**src/rtl/rx_descrambler_pkg.sv**
```systemverilog
// Shared 802.11a scrambler definitions: receive FSM states, LFSR taps and widths.
// Used by both the receive descrambler and the transmit scrambler.
package rx_descrambler_pkg;
    localparam int SCR_W            = 7;
    localparam int TAP_HI           = 6;
    localparam int TAP_LO           = 3;
    localparam int SERVICE_BITS_DEF = 16;

    typedef enum logic [2:0] {
        ST_IDLE,
        ST_SEED,
        ST_SVC,
        ST_DATA,
        ST_DONE
    } rx_state_e;

    typedef enum logic [1:0] {
        LFSR_HOLD,
        LFSR_LOAD,
        LFSR_STEP
    } lfsr_mode_e;

    // x^7 + x^4 + 1 feedback
    function automatic logic scr_fb(input logic [SCR_W-1:0] s);
        return s[TAP_HI] ^ s[TAP_LO];
    endfunction
endpackage

```
**src/rtl/rx_lfsr7.sv**
```systemverilog
// 7-bit scrambler LFSR with hold / direct-load / descramble-step modes.
// desc_o is combinational from the current state and bit_i.
module rx_lfsr7
    import rx_descrambler_pkg::*;
(
    input  logic             clk_i,
    input  logic             rst_i,
    input  logic [1:0]       mode_i,
    input  logic             bit_i,
    output logic [SCR_W-1:0] s_o,
    output logic             desc_o
);
    logic [SCR_W-1:0] s_q, s_d;
    logic             fb;

    assign fb     = scr_fb(s_q);
    assign desc_o = bit_i ^ fb;
    assign s_o    = s_q;

    always_comb begin
        s_d = s_q;
        case (mode_i)
            LFSR_LOAD: s_d = {s_q[SCR_W-2:0], bit_i};
            LFSR_STEP: s_d = {s_q[SCR_W-2:0], fb};
            default:   s_d = s_q;
        endcase
    end

    always_ff @(posedge clk_i) begin
        if (rst_i) begin
            s_q <= '0;
        end else begin
            s_q <= s_d;
        end
    end
endmodule

```
**src/rtl/rx_descrambler.sv**
```systemverilog
// 802.11a receive descrambler: recovers seed from SERVICE, strips SERVICE, emits LENGTH*8 PSDU bits.
// OutBit latency 1 per accepted bit; InValid gaps stall everything; Start restarts at any time.
module rx_descrambler
    import rx_descrambler_pkg::*;
#(
    parameter int LEN_W         = 12,
    parameter int SERVICE_BITS  = SERVICE_BITS_DEF,
    parameter bit CHECK_SERVICE = 1'b1
)(
    input  logic             clk_i,
    input  logic             rst_i,
    input  logic             start_i,
    input  logic [LEN_W-1:0] length_i,
    input  logic             in_valid_i,
    input  logic             in_bit_i,
    output logic             out_valid_o,
    output logic             out_bit_o,
    output logic             busy_o,
    output logic             done_o,
    output logic             service_err_o,
    output logic [SCR_W-1:0] seed_o
);
    localparam int CNT_W = LEN_W + 3;
    localparam logic [CNT_W-1:0] SEED_LAST = CNT_W'(SCR_W - 1);
    localparam logic [CNT_W-1:0] SVC_LAST  = CNT_W'(SERVICE_BITS - SCR_W - 1);

    rx_state_e        state_q, state_d;
    logic [LEN_W-1:0] len_q;
    logic [CNT_W-1:0] cnt_q, cnt_d, data_last;
    lfsr_mode_e       lfsr_mode;
    logic [SCR_W-1:0] lfsr_s;
    logic             desc;
    logic             acc_data;
    logic             out_valid_q, out_bit_q, done_q, serr_q;
    logic [SCR_W-1:0] seed_q;

    assign data_last = {len_q, 3'b000} - CNT_W'(1);
    assign acc_data  = in_valid_i && !start_i && (state_q == ST_DATA);

    rx_lfsr7 u_lfsr (
        .clk_i  (clk_i),
        .rst_i  (rst_i),
        .mode_i (lfsr_mode),
        .bit_i  (in_bit_i),
        .s_o    (lfsr_s),
        .desc_o (desc)
    );

    always_comb begin
        state_d   = state_q;
        cnt_d     = cnt_q;
        lfsr_mode = LFSR_HOLD;
        if (start_i) begin
            state_d = ST_SEED;
            cnt_d   = '0;
        end else begin
            case (state_q)
                ST_SEED: if (in_valid_i) begin
                    lfsr_mode = LFSR_LOAD;
                    if (cnt_q == SEED_LAST) begin
                        state_d = ST_SVC;
                        cnt_d   = '0;
                    end else begin
                        cnt_d = cnt_q + CNT_W'(1);
                    end
                end
                ST_SVC: if (in_valid_i) begin
                    lfsr_mode = LFSR_STEP;
                    if (cnt_q == SVC_LAST) begin
                        state_d = (len_q == '0) ? ST_DONE : ST_DATA;
                        cnt_d   = '0;
                    end else begin
                        cnt_d = cnt_q + CNT_W'(1);
                    end
                end
                ST_DATA: if (in_valid_i) begin
                    lfsr_mode = LFSR_STEP;
                    if (cnt_q == data_last) begin
                        state_d = ST_DONE;
                        cnt_d   = '0;
                    end else begin
                        cnt_d = cnt_q + CNT_W'(1);
                    end
                end
                ST_DONE: state_d = ST_IDLE;
                default: state_d = ST_IDLE;
            endcase
        end
    end

    // Done is registered off the DONE state so it lands one cycle after the last OutValid
    always_ff @(posedge clk_i) begin
        if (rst_i) begin
            state_q     <= ST_IDLE;
            cnt_q       <= '0;
            len_q       <= '0;
            out_valid_q <= 1'b0;
            out_bit_q   <= 1'b0;
            done_q      <= 1'b0;
            serr_q      <= 1'b0;
            seed_q      <= '0;
        end else begin
            state_q     <= state_d;
            cnt_q       <= cnt_d;
            done_q      <= (state_q == ST_DONE);
            out_valid_q <= acc_data;
            if (acc_data) begin
                out_bit_q <= desc;
            end
            if (start_i) begin
                len_q  <= length_i;
                serr_q <= 1'b0;
                seed_q <= '0;
            end else begin
                if (in_valid_i && state_q == ST_SEED && cnt_q == SEED_LAST) begin
                    seed_q <= {lfsr_s[SCR_W-2:0], in_bit_i};
                end
                if (CHECK_SERVICE && in_valid_i && state_q == ST_SVC && desc) begin
                    serr_q <= 1'b1;
                end
            end
        end
    end

    assign out_valid_o   = out_valid_q;
    assign out_bit_o     = out_bit_q;
    assign busy_o        = (state_q != ST_IDLE);
    assign done_o        = done_q;
    assign service_err_o = serr_q;
    assign seed_o        = seed_q;
endmodule

```
**config.mk**
```make
export PLATFORM = sky130hd
export DESIGN_NAME = rx_descrambler
export DESIGN_NICKNAME = d
export VERILOG_FILES = /design/src/rtl/rx_descrambler_pkg.sv /design/src/rtl/rx_lfsr7.sv /design/src/rtl/rx_descrambler.sv
export SDC_FILE = /design/constraint.sdc
export NUM_CORES = 1
export LEC_CHECK = 0
export ABC_AREA = 1
export BUFFER_PORTS_ARGS = -buffer_cell sky130_fd_sc_hd__buf_2
export CAP_MARGIN = 20
export CORE_UTILIZATION = 55
export CTS_BUF_LIST = sky130_fd_sc_hd__clkbuf_8
export DETAILED_ROUTE_END_ITERATION = 8
export HOLD_SLACK_MARGIN = 0.03
export PLACE_DENSITY_LB_ADDON = 0.12
export RECOVER_POWER = 25
export SLEW_MARGIN = 20
export SYNTH_ARGS = -nofsm -noshare
export SYNTH_HDL_FRONTEND = slang
export SYNTH_SLANG_ARGS = --single-unit
export TNS_END_PERCENT = 50
```
**constraint.sdc**
```tcl
create_clock -name clk_i -period 3.25 [get_ports clk_i]
set_input_delay 0.325 -clock clk_i [delete_from_list [all_inputs] [get_ports clk_i]]
set_output_delay 0.325 -clock clk_i [all_outputs]
set_load 0.1 [all_outputs]
```
==> qor.csv <==
stage;metric;value;unit
synthesis;ys_warn_count;0;
placement;post-place-cells;503;
clock_network;htree_num_levels;2;
floorplanning;io_pins;29;
setup_path;crit_path_start_kind;register;
synthesis;syn_area;2750;sq um
drt;ant_nets;0;
min_path;hold_class;input port to register;
setup_path;critPathSlowestCell;dfxtp_1;
global_route;grt_first_pass_wirelength;10.0;mm
synthesis;seq_area_frac_synth;0.350;
synthesis;synth_cell_types;30;
clock_network;clkTransAtPathRegs;0.09;ns
setup_path;cp_data_arrival_time;2.31;ns
clock_network;cts_buffers;5;
pwr;leakage;1.22;nW
sta;timing_max_transition_violations_final;0;
drt;drc_errors;0;
final_layout;fill_cells;495;
floorplanning;die_h;72.7;um
flow_run;maxCapViolCount;0;
clock_network;cts.sinks;48;
sta;worst_pin_slew;1.17;ns
setup_path;slowest_delay;0.32;ns
setup_path;path_common_cell;nand2_1;
drt;vias;2580;
final_layout;area_delta_synth_final;9.47;%
clock_network;clock_path_buffers;2;
sta;fmax;0.466;GHz
floorplanning;start_util;0.578;
floorplanning;die_w;72.7;um
synthesis;avgSynthCellArea;6.57;sq um
clock_network;holdBufCountCts;0;
setup_path;cp.required;3.41;ns
floorplanning;die-area;5280;sq um
synthesis;synth-edff-count;0;
clock_network;cts-root-buf;clkbuf_8;
global_route;first_global_vias;2301;
pwr;power_density;414;nW/um^2
placement;dp_hpwl;4.41;mm
synthesis;synth_top_area_cell;dfxtp_1;
sta;finalHoldViolCount;0;
setup_path;cp_cell_sequence;inv_1 -> ha_1 -> nand2_2 -> nor2_4 -> nand2_1 -> nand2_1 -> o21ai_1 -> nor2_1 -> nand3_2 -> nand2_4 -> nand3_4 -> nand2_1 -> a21oi_1;
synthesis;async_flop_share;0;
synthesis;ys_top_cells_by_area;dfxtp_1 35%, nand2_1 14%, a21oi_1 8.0%, inv_1 7.2%, nor2_1 6.7%;
sta;fin_skew;0.00350;ns
sta;setup_viol;0;
clock_network;clock_latency;0.30;ns
setup_path;end_kind;register;
synthesis;ys_ff_latch;48;
final_layout;diodes;0;
synthesis;synth_top_area_frac;0.350;
floorplanning;core_area;4750;sq um
drt;wl;5.91;mm
final_layout;regArea;961;sq um
clock_network;cts_setup_buffers;0;
drt;first_pass_iters;4;
status;status;complete, no violations;
synthesis;synth_cells;418;
sta;maxSlewHeadroom;0.226;
sta;rsz0062_at_grt;false;
drt;viasPerCell;5.05;
sta;post-route-period-util;0.660;
setup_path;crit_fanout;15;
pwr;irDropWorstVdd;0.273;mV
placement;gp_congestion;0.877;
drt;drt_iter0_markers;149;
final_layout;final_cells;511;
clock_network;cts_tree;done;
global_route;grt_usage;0.240;
synthesis;synth_fp_nets;440;
global_route;grt_start_max_net_pins;27;
global_route;antenna_found_initial;0;
global_route;grt-ovfl-total;0;
final_layout;drive_above_1_share;0.119;
final_layout;multi_input_area;1530;sq um
sta;setup_tns;0;ns
drt;wire_per_inst;11.6;um
synthesis;synthFlopType;dfxtp_1;
final_layout;nets;465;
setup_path;crit_type;register to register;
sta;period_minus_slack;2.15;ns
placement;io_buffers;28;
clock_network;cts_resized;0;
floorplanning;fp-row-count;25;
==> synth_stat cells, types with 2 or more instances <==
cell and count:
nor2_2 5, inv_1 53, nand3_2 2, nor4_2 2, clkbuf_1 6, a21oi_1 44, nor3_1 8, nand2_1 104
nand3_1 28, o21ai_1 3, nand4_1 4, nor2_1 49, a31oi_1 2, xor2_1 9, dfxtp_1 48, o21ai_0 23
xnor2_1 6, ha_1 5, nand2_2 3, nor2_4 3, buf_2 2
==> cells by family (layout without fill, tap and decap cells) <==
logic type	Yosys count	after routing	share of synthesized area
flip-flops	48	48	0.350
AND/OR/NAND/NOR	213	213	0.350
adder cells (fa/ha/maj)	5	5	0.0228
XOR/XNOR	15	15	0.0478
buffers and inverters	64	90	0.0952
AO/OA/AOI/OAI	73	73	0.135
==> critical path: cells and delay by family, from the launching register on <==
family | cells | cell delay [ns]
and+or+nand+nor | 9 | 1.14
DFF | 1 | 0.32
adders and majority gates | 1 | 0.28
buffers and inverters | 1 | 0.15
AOI/OAI and AO/OA | 2 | 0.12
==> power by group <==
group          switching, mW  internal [mW]
sequential            0.0178          0.610
clock                  0.210          0.173
combinational          0.163         0.0726
total                  0.391          0.855
==> flip-flops by register name, summed over array words and instances, names as in the netlist <==
name / flops
service_err_o: 1
done_o: 1
len_q: 12
cnt_q: 15
out_bit_o: 1
u_lfsr.s_o: 7
state_q: 3
out_valid_o: 1
seed_o: 7
==> cell usage in the layout, fill, tap and decap left out, types with 4 or more instances in the layout <==
master | synthesis | routed
a21oi_1 | 44 | 44
buf_2 | 2 | 26
clkbuf_8 | 0 | 6
dfxtp_1 | 48 | 48
ha_1 | 5 | 5
inv_1 | 53 | 53
nand2_1 | 104 | 104
nand3_1 | 28 | 28
nand4_1 | 4 | 4
nor2_1 | 49 | 49
nor2_2 | 5 | 5
nor3_1 | 8 | 8
o21ai_0 | 23 | 23
xnor2_1 | 6 | 6
xor2_1 | 9 | 9
==> area by class of cell <==
| class | count | area share |
|---|---|---|
| inverters | 54 | 0.0674 |
| clock buffers | 6 | 0.0275 |
| well taps | 67 | 0.0279 |
| clock inverters | 2 | 0.00499 |
| multi-input cells | 306 | 0.507 |
| flip-flops and latches | 48 | 0.319 |
| repair buffers | 28 | 0.0458 |
==> metal layers <==
layer	track usage	vias to the layer above	wire, um
met3	0.0359	8	164
met5	0	-	0
met2	0.379	40	2580
li1	-	1384	-
met1	0.336	1148	3090
met4	0.0763	0	65
==> path summary, 6_finish.rpt <==
check | start | end | slack (ns) | cells after the start
min | rst_i | state_q[0]$_SDFFE_PP0P_ | 0.27 | 2
min reg2reg | seed_o[0]$_SDFFE_PP0P_ | seed_o[0]$_SDFFE_PP0P_ | 0.46 | 2
max reg2reg | len_q[0]$_SDFFE_PP0P_ | cnt_q[12]$_SDFFE_PP0P_ | 1.10 | 13
max | len_q[0]$_SDFFE_PP0P_ | cnt_q[12]$_SDFFE_PP0P_ | 1.10 | 13
==> per-stage QoR <==
step                hold WS [ns]  power, mW   util  setup slack (ns)  cell area [sq um]
global placement           0.453      0.872  0.613              1.16               2910
global route               0.278       1.31  0.633             0.853               3010
detailed placement         0.452      0.875  0.613              1.11               2910
CTS                        0.261       1.25  0.633              1.09               3010
floorplan                  0.394      0.830      -              1.41               2750
finish                     0.271       1.25  0.633              1.10               3010
No activity file was read; power rests on OpenSTA's default activity.
